===== config.mk =====
export PLATFORM = sky130hd
export DESIGN_NAME = uart_tx_engine
export DESIGN_NICKNAME = d
export VERILOG_FILES = /design/src/rtl/uart_tx_engine.sv
export SDC_FILE = /design/constraint.sdc
export NUM_CORES = 1
export LEC_CHECK = 0
export BUFFER_PORTS_ARGS = -buffer_cell sky130_fd_sc_hd__buf_2
export CAP_MARGIN = 20
export CORE_ASPECT_RATIO = 1.75
export CORE_MARGIN = 2
export CORE_UTILIZATION = 60
export CTS_CLUSTER_DIAMETER = 120
export DETAILED_ROUTE_END_ITERATION = 10
export GPL_ROUTABILITY_DRIVEN = 0
export HOLD_SLACK_MARGIN = 0.08
export MAX_ROUTING_LAYER = met4
export PLACE_DENSITY = 0.86
export SLEW_MARGIN = 25
export SYNTH_ARGS = -nofsm -noshare
export SYNTH_HDL_FRONTEND = slang
export SYNTH_SLANG_ARGS = --single-unit
export TNS_END_PERCENT = 1

===== constraint.sdc =====
create_clock -name i_clk -period 5.8 [get_ports i_clk]
set_input_delay 0.29 -clock i_clk [delete_from_list [all_inputs] [get_ports i_clk]]
set_output_delay 0.29 -clock i_clk [all_outputs]
set_load 0.02 [all_outputs]

===== src/rtl/uart_tx_engine.sv =====
// UART transmit serializer: pops one FIFO word per frame and shifts out start, data LSB-first, optional parity, 1-2 stop bits.
// Start bit begins 2 clk after the pop request; new frames wait for i_enable and a non-empty FIFO.
module uart_tx_engine #(
  parameter int DATA_W = 8,
  parameter int DIV_W  = 16
) (
  input  logic              i_clk,
  input  logic              i_nrst,
  input  logic              i_enable,
  input  logic [DIV_W-1:0]  i_baud_div,
  input  logic              i_parity_en,
  input  logic              i_parity_odd,
  input  logic              i_two_stop,
  input  logic              i_fifo_empty,
  input  logic              i_fifo_valid,
  input  logic [DATA_W-1:0] i_fifo_data,
  input  logic              i_fifo_parity_error,
  output logic              o_fifo_rd_req,
  output logic              o_txd,
  output logic              o_busy,
  output logic              o_done,
  output logic              o_fetch_err,
  output logic              o_fifo_perr
);

  localparam int IDX_W = (DATA_W > 1) ? $clog2(DATA_W) : 1;
  localparam logic [IDX_W-1:0] LAST_IDX = IDX_W'(DATA_W - 1);

  typedef enum logic [2:0] {IDLE, FETCH, START, DATA, PARITY, STOP} state_t;

  typedef struct packed {
    logic [DIV_W-1:0] div;
    logic             parity_en;
    logic             parity_odd;
    logic             two_stop;
  } cfg_t;

  state_t            state;
  state_t            state_nxt;
  cfg_t              cfg;
  logic [DIV_W-1:0]  cnt;
  logic [IDX_W-1:0]  bit_idx;
  logic [DATA_W-1:0] shift;
  logic              par_bit;
  logic              stop_second;
  logic              txd;
  logic              frame_go;
  logic              bit_end;
  logic              last_bit;

  assign bit_end  = (cnt == cfg.div);
  assign last_bit = (bit_idx == LAST_IDX);

  always_comb begin
    state_nxt   = state;
    frame_go    = 1'b0;
    o_done      = 1'b0;
    o_fetch_err = 1'b0;
    o_fifo_perr = 1'b0;
    case (state)
      IDLE: begin
        if (i_enable && !i_fifo_empty) begin
          frame_go  = 1'b1;
          state_nxt = FETCH;
        end
      end
      FETCH: begin
        if (i_fifo_valid) begin
          o_fifo_perr = i_fifo_parity_error;
          state_nxt   = START;
        end else begin
          o_fetch_err = 1'b1;
          state_nxt   = IDLE;
        end
      end
      START: begin
        if (bit_end) state_nxt = DATA;
      end
      DATA: begin
        if (bit_end && last_bit) state_nxt = cfg.parity_en ? PARITY : STOP;
      end
      PARITY: begin
        if (bit_end) state_nxt = STOP;
      end
      STOP: begin
        if (bit_end && (!cfg.two_stop || stop_second)) begin
          o_done    = 1'b1;
          state_nxt = IDLE;
        end
      end
      default: state_nxt = IDLE;
    endcase
  end

  // A pop during reset would drop a word the engine never sees.
  assign o_fifo_rd_req = frame_go & i_nrst;
  assign o_busy        = (state != IDLE);
  assign o_txd         = txd;

  always_ff @(posedge i_clk or negedge i_nrst) begin
    if (!i_nrst) state <= IDLE;
    else         state <= state_nxt;
  end

  always_ff @(posedge i_clk or negedge i_nrst) begin
    if (!i_nrst) begin
      txd         <= 1'b1;
      cfg         <= '0;
      cnt         <= '0;
      bit_idx     <= '0;
      shift       <= '0;
      par_bit     <= 1'b0;
      stop_second <= 1'b0;
    end else begin
      case (state)
        IDLE: begin
          txd <= 1'b1;
          if (frame_go) cfg <= {i_baud_div, i_parity_en, i_parity_odd, i_two_stop};
        end
        FETCH: begin
          if (i_fifo_valid) begin
            shift       <= i_fifo_data;
            par_bit     <= (^i_fifo_data) ^ cfg.parity_odd;
            cnt         <= '0;
            stop_second <= 1'b0;
            txd         <= 1'b0;
          end
        end
        START: begin
          if (bit_end) begin
            cnt     <= '0;
            bit_idx <= '0;
            txd     <= shift[0];
          end else begin
            cnt <= cnt + 1'b1;
          end
        end
        DATA: begin
          if (bit_end) begin
            cnt <= '0;
            if (last_bit) begin
              txd <= cfg.parity_en ? par_bit : 1'b1;
            end else begin
              bit_idx <= bit_idx + 1'b1;
              shift   <= shift >> 1;
              txd     <= shift[1];
            end
          end else begin
            cnt <= cnt + 1'b1;
          end
        end
        PARITY: begin
          if (bit_end) begin
            cnt <= '0;
            txd <= 1'b1;
          end else begin
            cnt <= cnt + 1'b1;
          end
        end
        STOP: begin
          // First stop period marks itself done so a second one ends the frame.
          if (bit_end) begin
            cnt         <= '0;
            stop_second <= 1'b1;
          end else begin
            cnt <= cnt + 1'b1;
          end
        end
        default: txd <= 1'b1;
      endcase
    end
  end

endmodule


==> results_dict.tcl, run 1 <==
set metrics [dict create \
    synth_edf_count 0 \
    yosysUniqueCellTypes 48 \
    grt_overflow_total 0 \
    final_cell_mix "dfrtp_1 (51), buf_2 (38), mux2_2 (27)" \
    grt_setup_unrepaired "false" \
    grt_pass1_wl_um 9363 \
    worst_slew_pin_slew_ps 742.5 \
    synthFlopType "dfrtp_1" \
    drt_iter0_markers 64 \
    grt_max_degree 54 \
    portBuffers 38 \
    clk_pin_slew_ps 90 \
    io_pins 39 \
    cts_tree "done" \
    num_antenna_cells 0 \
    synthArstFlopShare_pct 100.0 \
    arrival_ps 2450 \
    first_pass_iters 4 \
    syn_nets 301 \
    coreArea_mm2 0.004666 \
    maxCapViolCount 0 \
    clk_latency_ps 300 \
    slew_headroom_pct 50.13 \
    cts.sinks 52 \
    combPwrFrac_pct 34.5 \
    postCtsSetupRepairBufs 0 \
    post_drt_wl_per_cell_um 16.40 \
    cp_max_fo 15 \
    finalNetCount 335 \
    finalPower_mw 1.433 \
    drive_gt1_share_pct 32.21 \
    ys_warn_count 0 \
    post-place-ws_ps 3353 \
    dieWidth_um 56.37 \
    via_per_inst 5.946 \
    status "completed" \
    pwr-share-seq_pct 45.6 \
    swShare_pct 32.21 \
    route.detailed.drc 0 \
    end_kind "output port" \
    grt_pass1_vias 2145 \
    hold_buffers 0 \
    path_cells "xnor2_1 -> nand4_1 -> nor4_4 -> nand3_1 -> a21oi_1 -> buf_2" \
    syn_avg_cell_area_um2 10.91 \
    synth_area_mm2 0.002879 \
    wl_um 5740 \
    cts_root_buffer "clkbuf_8" \
    finalCriticalPeriod_ps 2742 \
    path_class "reg2out" \
    power_density_mw_per_mm2 449.1 \
    nFillCells 348 \
    fin_skew_ps 5.640 \
    ctsResizeCount 0 \
    ys_seq_area_share_pct 45.24 \
    clockBufferDepth 2 \
    cp-start-kind "flop" \
    finalHoldViolations 0 \
    hp-class "in2async" \
    yosysTopAreaCell "dfrtp_1" \
    globalRouteTotalUtil_pct 22.96 \
    initial_utilization_pct 61.71 \
    max-vdd-ir-drop_mv 0.3594 \
    hpwl_um 4303 \
    post-route-period-util_pct 47.28 \
    h-tree-depth 2 \
    slowest_delay_ps 710 \
    die_h_um 95.64 \
    synth_area_leaders "dfrtp_1 (44%), mux2_2 (11%), xnor2_1 (7.6%)" \
    p_leak_nw 1.433 \
    synthCells 264 \
    ant_nets 0 \
    p_clk_share_pct 19.9 \
    dieArea_mm2 0.005390 \
    slew_violations 0 \
    p_int_mw 0.9717 \
    cts_made_buffers 5 \
    cp.required_ps 5510 \
    finalSetupTns_ps 0 \
    worst_slack_ps 3058 \
    setup_viol 0 \
    netSwitchingPower_mw 0.4616 \
    antenna_found_initial 0 \
    timing.fmax_mhz 364.7 \
    synth-seq-cells 52 \
    postLayoutCellArea_mm2 0.003192 \
    synthToLayoutAreaGrowth_pct 10.86 \
    cpMaxStageDelayCell "nor4_4" \
    vias 2081 \
    final_common_cell "dfrtp_1" \
    place_area_mm2 0.003063 \
    rows 33 \
    synth_top_area_share_pct 44.33 \
]
## routing by layer
metal	track usage, %	part of all wire [%]	up-vias
met5	-	0	-
met4	10.52	2.8	0
met3	3.664	3.4	16
met2	43.33	57	56
met1	22.71	37	1016
li1	-	-	993
## state kept, by name, indices dropped and copies added, names as in the netlist
register / count
state: 3
shift: 8
bit_idx: 3
stop_second: 1
cnt: 16
o_txd: 1
cfg: 19
par_bit: 1
## final timing paths
path                                              to  cells past startpoint  slack, ps            startpoint
worst max-delay path                          o_done                      6       3060    cnt[3]$_DFFE_PN0P_
max in group asynchronous        cfg[11]$_DFFE_PN0P_                      2       5280                i_nrst
worst min-delay path            shift[7]$_DFFE_PN0P_                      2         80                i_nrst
min in group i_clk                cfg[2]$_DFFE_PN0P_                      2        210           i_parity_en
worst min register to register  shift[3]$_DFFE_PN0P_                      1        530  shift[3]$_DFFE_PN0P_
worst max register to register  shift[4]$_DFFE_PN0P_                      5       3320    cnt[3]$_DFFE_PN0P_
## through the flow
| stage | instances | utilization [%] | hold slack [ps] |
|---|---|---|---|
| 2_1_floorplan | 264 | - | -5.591 |
| 3_3_place_gp | 343 | 65.65 | 445.5 |
| 3_5_place_dp | 343 | 65.65 | 442.2 |
| 4_1_cts | 350 | 68.41 | 116.1 |
| 5_1_grt | 350 | 68.41 | 158.7 |
| 6_report | 350 | 68.41 | 84.67 |
## kinds of logic (layout without fill, tap and decap cells)
kind of cell | after synthesis | in the layout | share of synthesized area [%]
fa+ha+maj | 4 | 4 | 1.738
mux | 34 | 34 | 14.21
compound gates | 36 | 36 | 8.910
buf+inv | 17 | 51 | 3.390
simple gates | 86 | 86 | 15.60
xor+xnor | 35 | 35 | 10.91
flops | 52 | 52 | 45.24
## power by group through the flow
stage	Clock (mW)	Sequential, mW	Combinational (mW)
2_1_floorplan	0	0.608	0.439
3_3_place_gp	0	0.652	0.476
3_5_place_dp	0	0.659	0.493
4_1_cts	0.288	0.652	0.497
5_1_grt	0.303	0.671	0.536
6_report	0.285	0.653	0.495
## critical path: cells and delay by family (launching register included)
family / cells / cell delay (ps)
XOR/XNOR: 1 / 220
flip-flops: 1 / 470
buffers and inverters: 1 / 190
AO/OA/AOI/OAI: 1 / 170
AND/OR/NAND/NOR: 3 / 1080
## synthesized netlist by cell type (2+ instances only)
cell and instances:
o21ai_0 8, clkbuf_1 5, xor2_1 9, nor3_1 6, a31o_2 3, ha_1 4
o41ai_1 3, buf_2 2, mux2_2 27, mux2_4 7, and3_1 3, nand3_1 9
nand4_1 6, nor2b_1 2, xnor2_1 25, a22o_1 2, or2_2 5, nand2_1 25
dfrtp_1 51, a21oi_1 7, o221ai_1 2, inv_1 5, and4_1 2, nor2_1 19
buf_6 4
## layout make-up
type | count | area (um^2) | area share, %
clock buffer | 5 | 68.82 | 2.156
clock inverter | 2 | 60.06 | 1.882
timing repair buffer | 39 | 197.7 | 6.194
tap | 52 | 65.06 | 2.038
multi-input combinational | 195 | 1479 | 46.33
inverter | 5 | 18.77 | 0.5880
sequential | 52 | 1303 | 40.81
(Power assumes the default switching activity.)
==> run 2, diff against run 1 <==
- ABC_AREA: default -> 1
- CORE_UTILIZATION: 60 -> 52
- PLACE_DENSITY: 0.86 -> 0.79
- clock period: 5.8 -> 2.5 ns (I/O delays scaled with it)
==> run 2 against run 1 <==
  * Count of clock-buffer cells in the layout rose by 2
  * Critical path type unchanged
  * Hold slack got worse by 5.4 ps
  * Register-to-register slack got worse by 2700 ps
  * Highest routed layer unchanged
==> results_dict.tcl, run 2 <==
set metrics [dict create \
    ys_warn_count 0 \
    postCtsSetupRepairBufs 0 \
    synthToLayoutAreaGrowth_pct 18.11 \
    reg_top3 "cfg: 19 flops, cnt: 16 flops, shift: 8 flops" \
    cp.required_ps 2380 \
    portBuffers 38 \
    cpMaxStageDelayCell "dfrtp_1" \
    p_leak_nw 1.869 \
    grt_max_degree 35 \
    dieArea_mm2 0.006511 \
    synth_area_mm2 0.003047 \
    cts_root_buffer "clkbuf_8" \
    synthCells 391 \
    post-place-ws_ps 661.2 \
    fin_skew_ps 6.041 \
    synthFlopType "dfrtp_1" \
    worst_slew_pin_slew_ps 520.6 \
    maxCapViolCount 0 \
    slew_violations 0 \
    cp_common_cell "nand2_1" \
    synthArstFlopShare_pct 100.0 \
    vias 2661 \
    regToRegSetupSlack_ps 590 \
    post-route-period-util_pct 80.38 \
    drt_iter0_markers 83 \
    post_drt_wl_per_cell_um 12.71 \
    regArea_mm2 0.001303 \
    worst_slack_ps 490.4 \
    synth_edf_count 0 \
    syn_avg_cell_area_um2 7.792 \
    cts_tree "done" \
    cp-start-kind "flop" \
    cts.sinks 52 \
    die_h_um 105.3 \
    synth_common_cells "nand2_1 (106), dfrtp_1 (51), inv_1 (45)" \
    hpwl_um 4985 \
    grt_setup_unrepaired "false" \
    synth_top_area_share_pct 41.89 \
    grt_pass1_vias 2776 \
    status "completed" \
    critPathCapture "o_done" \
    grt_pass1_wl_um 11690 \
    first_pass_iters 4 \
    end_kind "output port" \
    cp_max_fo 7 \
    arrival_ps 1880 \
    antenna_found_initial 0 \
    synth_area_leaders "dfrtp_1 (42%), nand2_1 (13%), inv_1 (5.5%)" \
    final_cell_mix "nand2_1 (106), dfrtp_1 (51), inv_1 (45)" \
    cts_made_buffers 5 \
    final_common_cell "nand2_1" \
    route.detailed.drc 0 \
    clk_pin_slew_ps 90 \
    critPathLaunch "cnt[10]$_DFFE_PN0P_" \
    drive_gt1_share_pct 20.35 \
    yosysUniqueCellTypes 36 \
    path_class "reg2out" \
    cpLargestDelayFamily "simple AND/OR/NAND/NOR gates" \
    finalSetupTns_ps 0 \
    clk_latency_ps 320 \
    ctsResizeCount 0 \
    finalHoldViolations 0 \
    wl_um 6710 \
    rows 36 \
    rr_endpoint "cnt[5]$_DFFE_PN0P_" \
    finalCriticalPeriod_ps 2010 \
    ys_seq_area_share_pct 42.75 \
    io_pins 39 \
    timing.fmax_mhz 497.6 \
    syn_nets 428 \
    num_antenna_cells 0 \
    path_buf_inv 3 \
    path_cells "inv_2 -> nand2_1 -> nand2_1 -> nor2_1 -> nand2_1 -> nor2_2 -> nand2_4 -> inv_4 -> nand2_1 -> a21oi_1 -> buf_2" \
    grt_overflow_total 0 \
    clockBufferDepth 2 \
    yosysTopAreaCell "dfrtp_1" \
    coreArea_mm2 0.005630 \
    r2r_cells 7 \
    synth-seq-cells 52 \
    setup_viol 0 \
    top_register "cfg" \
    max-vdd-ir-drop_mv 0.5703 \
    h-tree-depth 2 \
    dieWidth_um 61.86 \
    ant_nets 0 \
    slew_headroom_pct 65.16 \
    slowest_delay_ps 450 \
    hold_buffers 19 \
    cp_num_cells 11 \
    synth_most_common_cell "nand2_1" \
    reg2reg_from "state[2]$_DFFE_PN0P_" \
    finalNetCount 489 \
    multi_input_area_mm2 0.001480 \
    via_per_inst 5.040 \
    hp-class "in2reg" \
    nFillCells 480 \
    initial_utilization_pct 54.11 \
    power_density_mw_per_mm2 960.6 \
    largest_reg_flops 19 \
    globalRouteTotalUtil_pct 24.32 \
]
[run 2: changes by cell type after synthesis, moves of 7 or more]
cell     change
a21oi_1     +17
inv_1       +40
inv_2       +11
mux2_2      -24
mux2_4       -7
mux2i_1      +7
nand2_1     +81
nand3_1      +7
nor2_1      +21
o21ai_2      +8
xnor2_1     -20
[run 2: layout make-up]
class,instances,area share [%]
tap,76,2.643
timing repair buffer,60,11.20
clock buffer,7,2.677
multi-input combinational,275,41.13
sequential,52,36.20
inverter,58,6.154
[run 2: how the worst min path moves through the flow]
stage / depth (start not counted) / end / startpoint
final: 3 / cfg[11]$_DFFE_PN0P_ / i_baud_div[8]
after global placement: 1 / cfg[6]$_DFFE_PN0P_ / i_nrst
after floorplan: 0 / bit_idx[0]$_DFFE_PN0P_ / i_nrst
after CTS: 3 / cfg[11]$_DFFE_PN0P_ / i_baud_div[8]
after detailed placement: 1 / cfg[5]$_DFFE_PN0P_ / i_nrst
after global routing: 3 / shift[7]$_DFFE_PN0P_ / i_fifo_data[7]
[run 2: power breakdown]
| group | switching, mW | internal, mW | total [mW] |
|---|---|---|---|
| sequential | 0.195 | 1.13 | 1.33 |
| clock | 0.277 | 0.247 | 0.524 |
| combinational | 1.03 | 0.581 | 1.61 |
[run 2: stage by stage]
stage	util, %	total power [mW]	hold slack [ps]	std cells	area, um^2
detailed placement	58.82	2.919	105.6	502	3312
finish	63.91	3.457	79.30	528	3598
global route	63.91	3.746	102.5	528	3598
floorplan	-	2.604	-170.6	391	3047
CTS	63.91	3.481	85.89	528	3598
global placement	58.82	2.868	103.7	502	3312
[run 2: kinds of logic after synthesis]
kind of cell / synth area share, %
AO/OA/AOI/OAI: 11.71
XOR/XNOR: 3.737
adder cells (fa/ha/maj): 1.643
buffers and inverters: 8.665
flip-flops: 42.75
multiplexers: 3.409
AND/OR/NAND/NOR: 28.09
[run 2: layer usage]
metal	GRT usage, %	part of all wire [%]
met5	-	0
met4	12.01	3.9
met3	3.313	2.5
met2	41.35	56
met1	26.41	38
[run 2: worst register-to-register path: stages (launching register included)]
cell and delay (ps):
dfrtp_1 420, inv_2 160, ha_1 310, a21oi_4 380
nand2_1 170, nor2_1 140, xor2_1 170, nor2_1 60
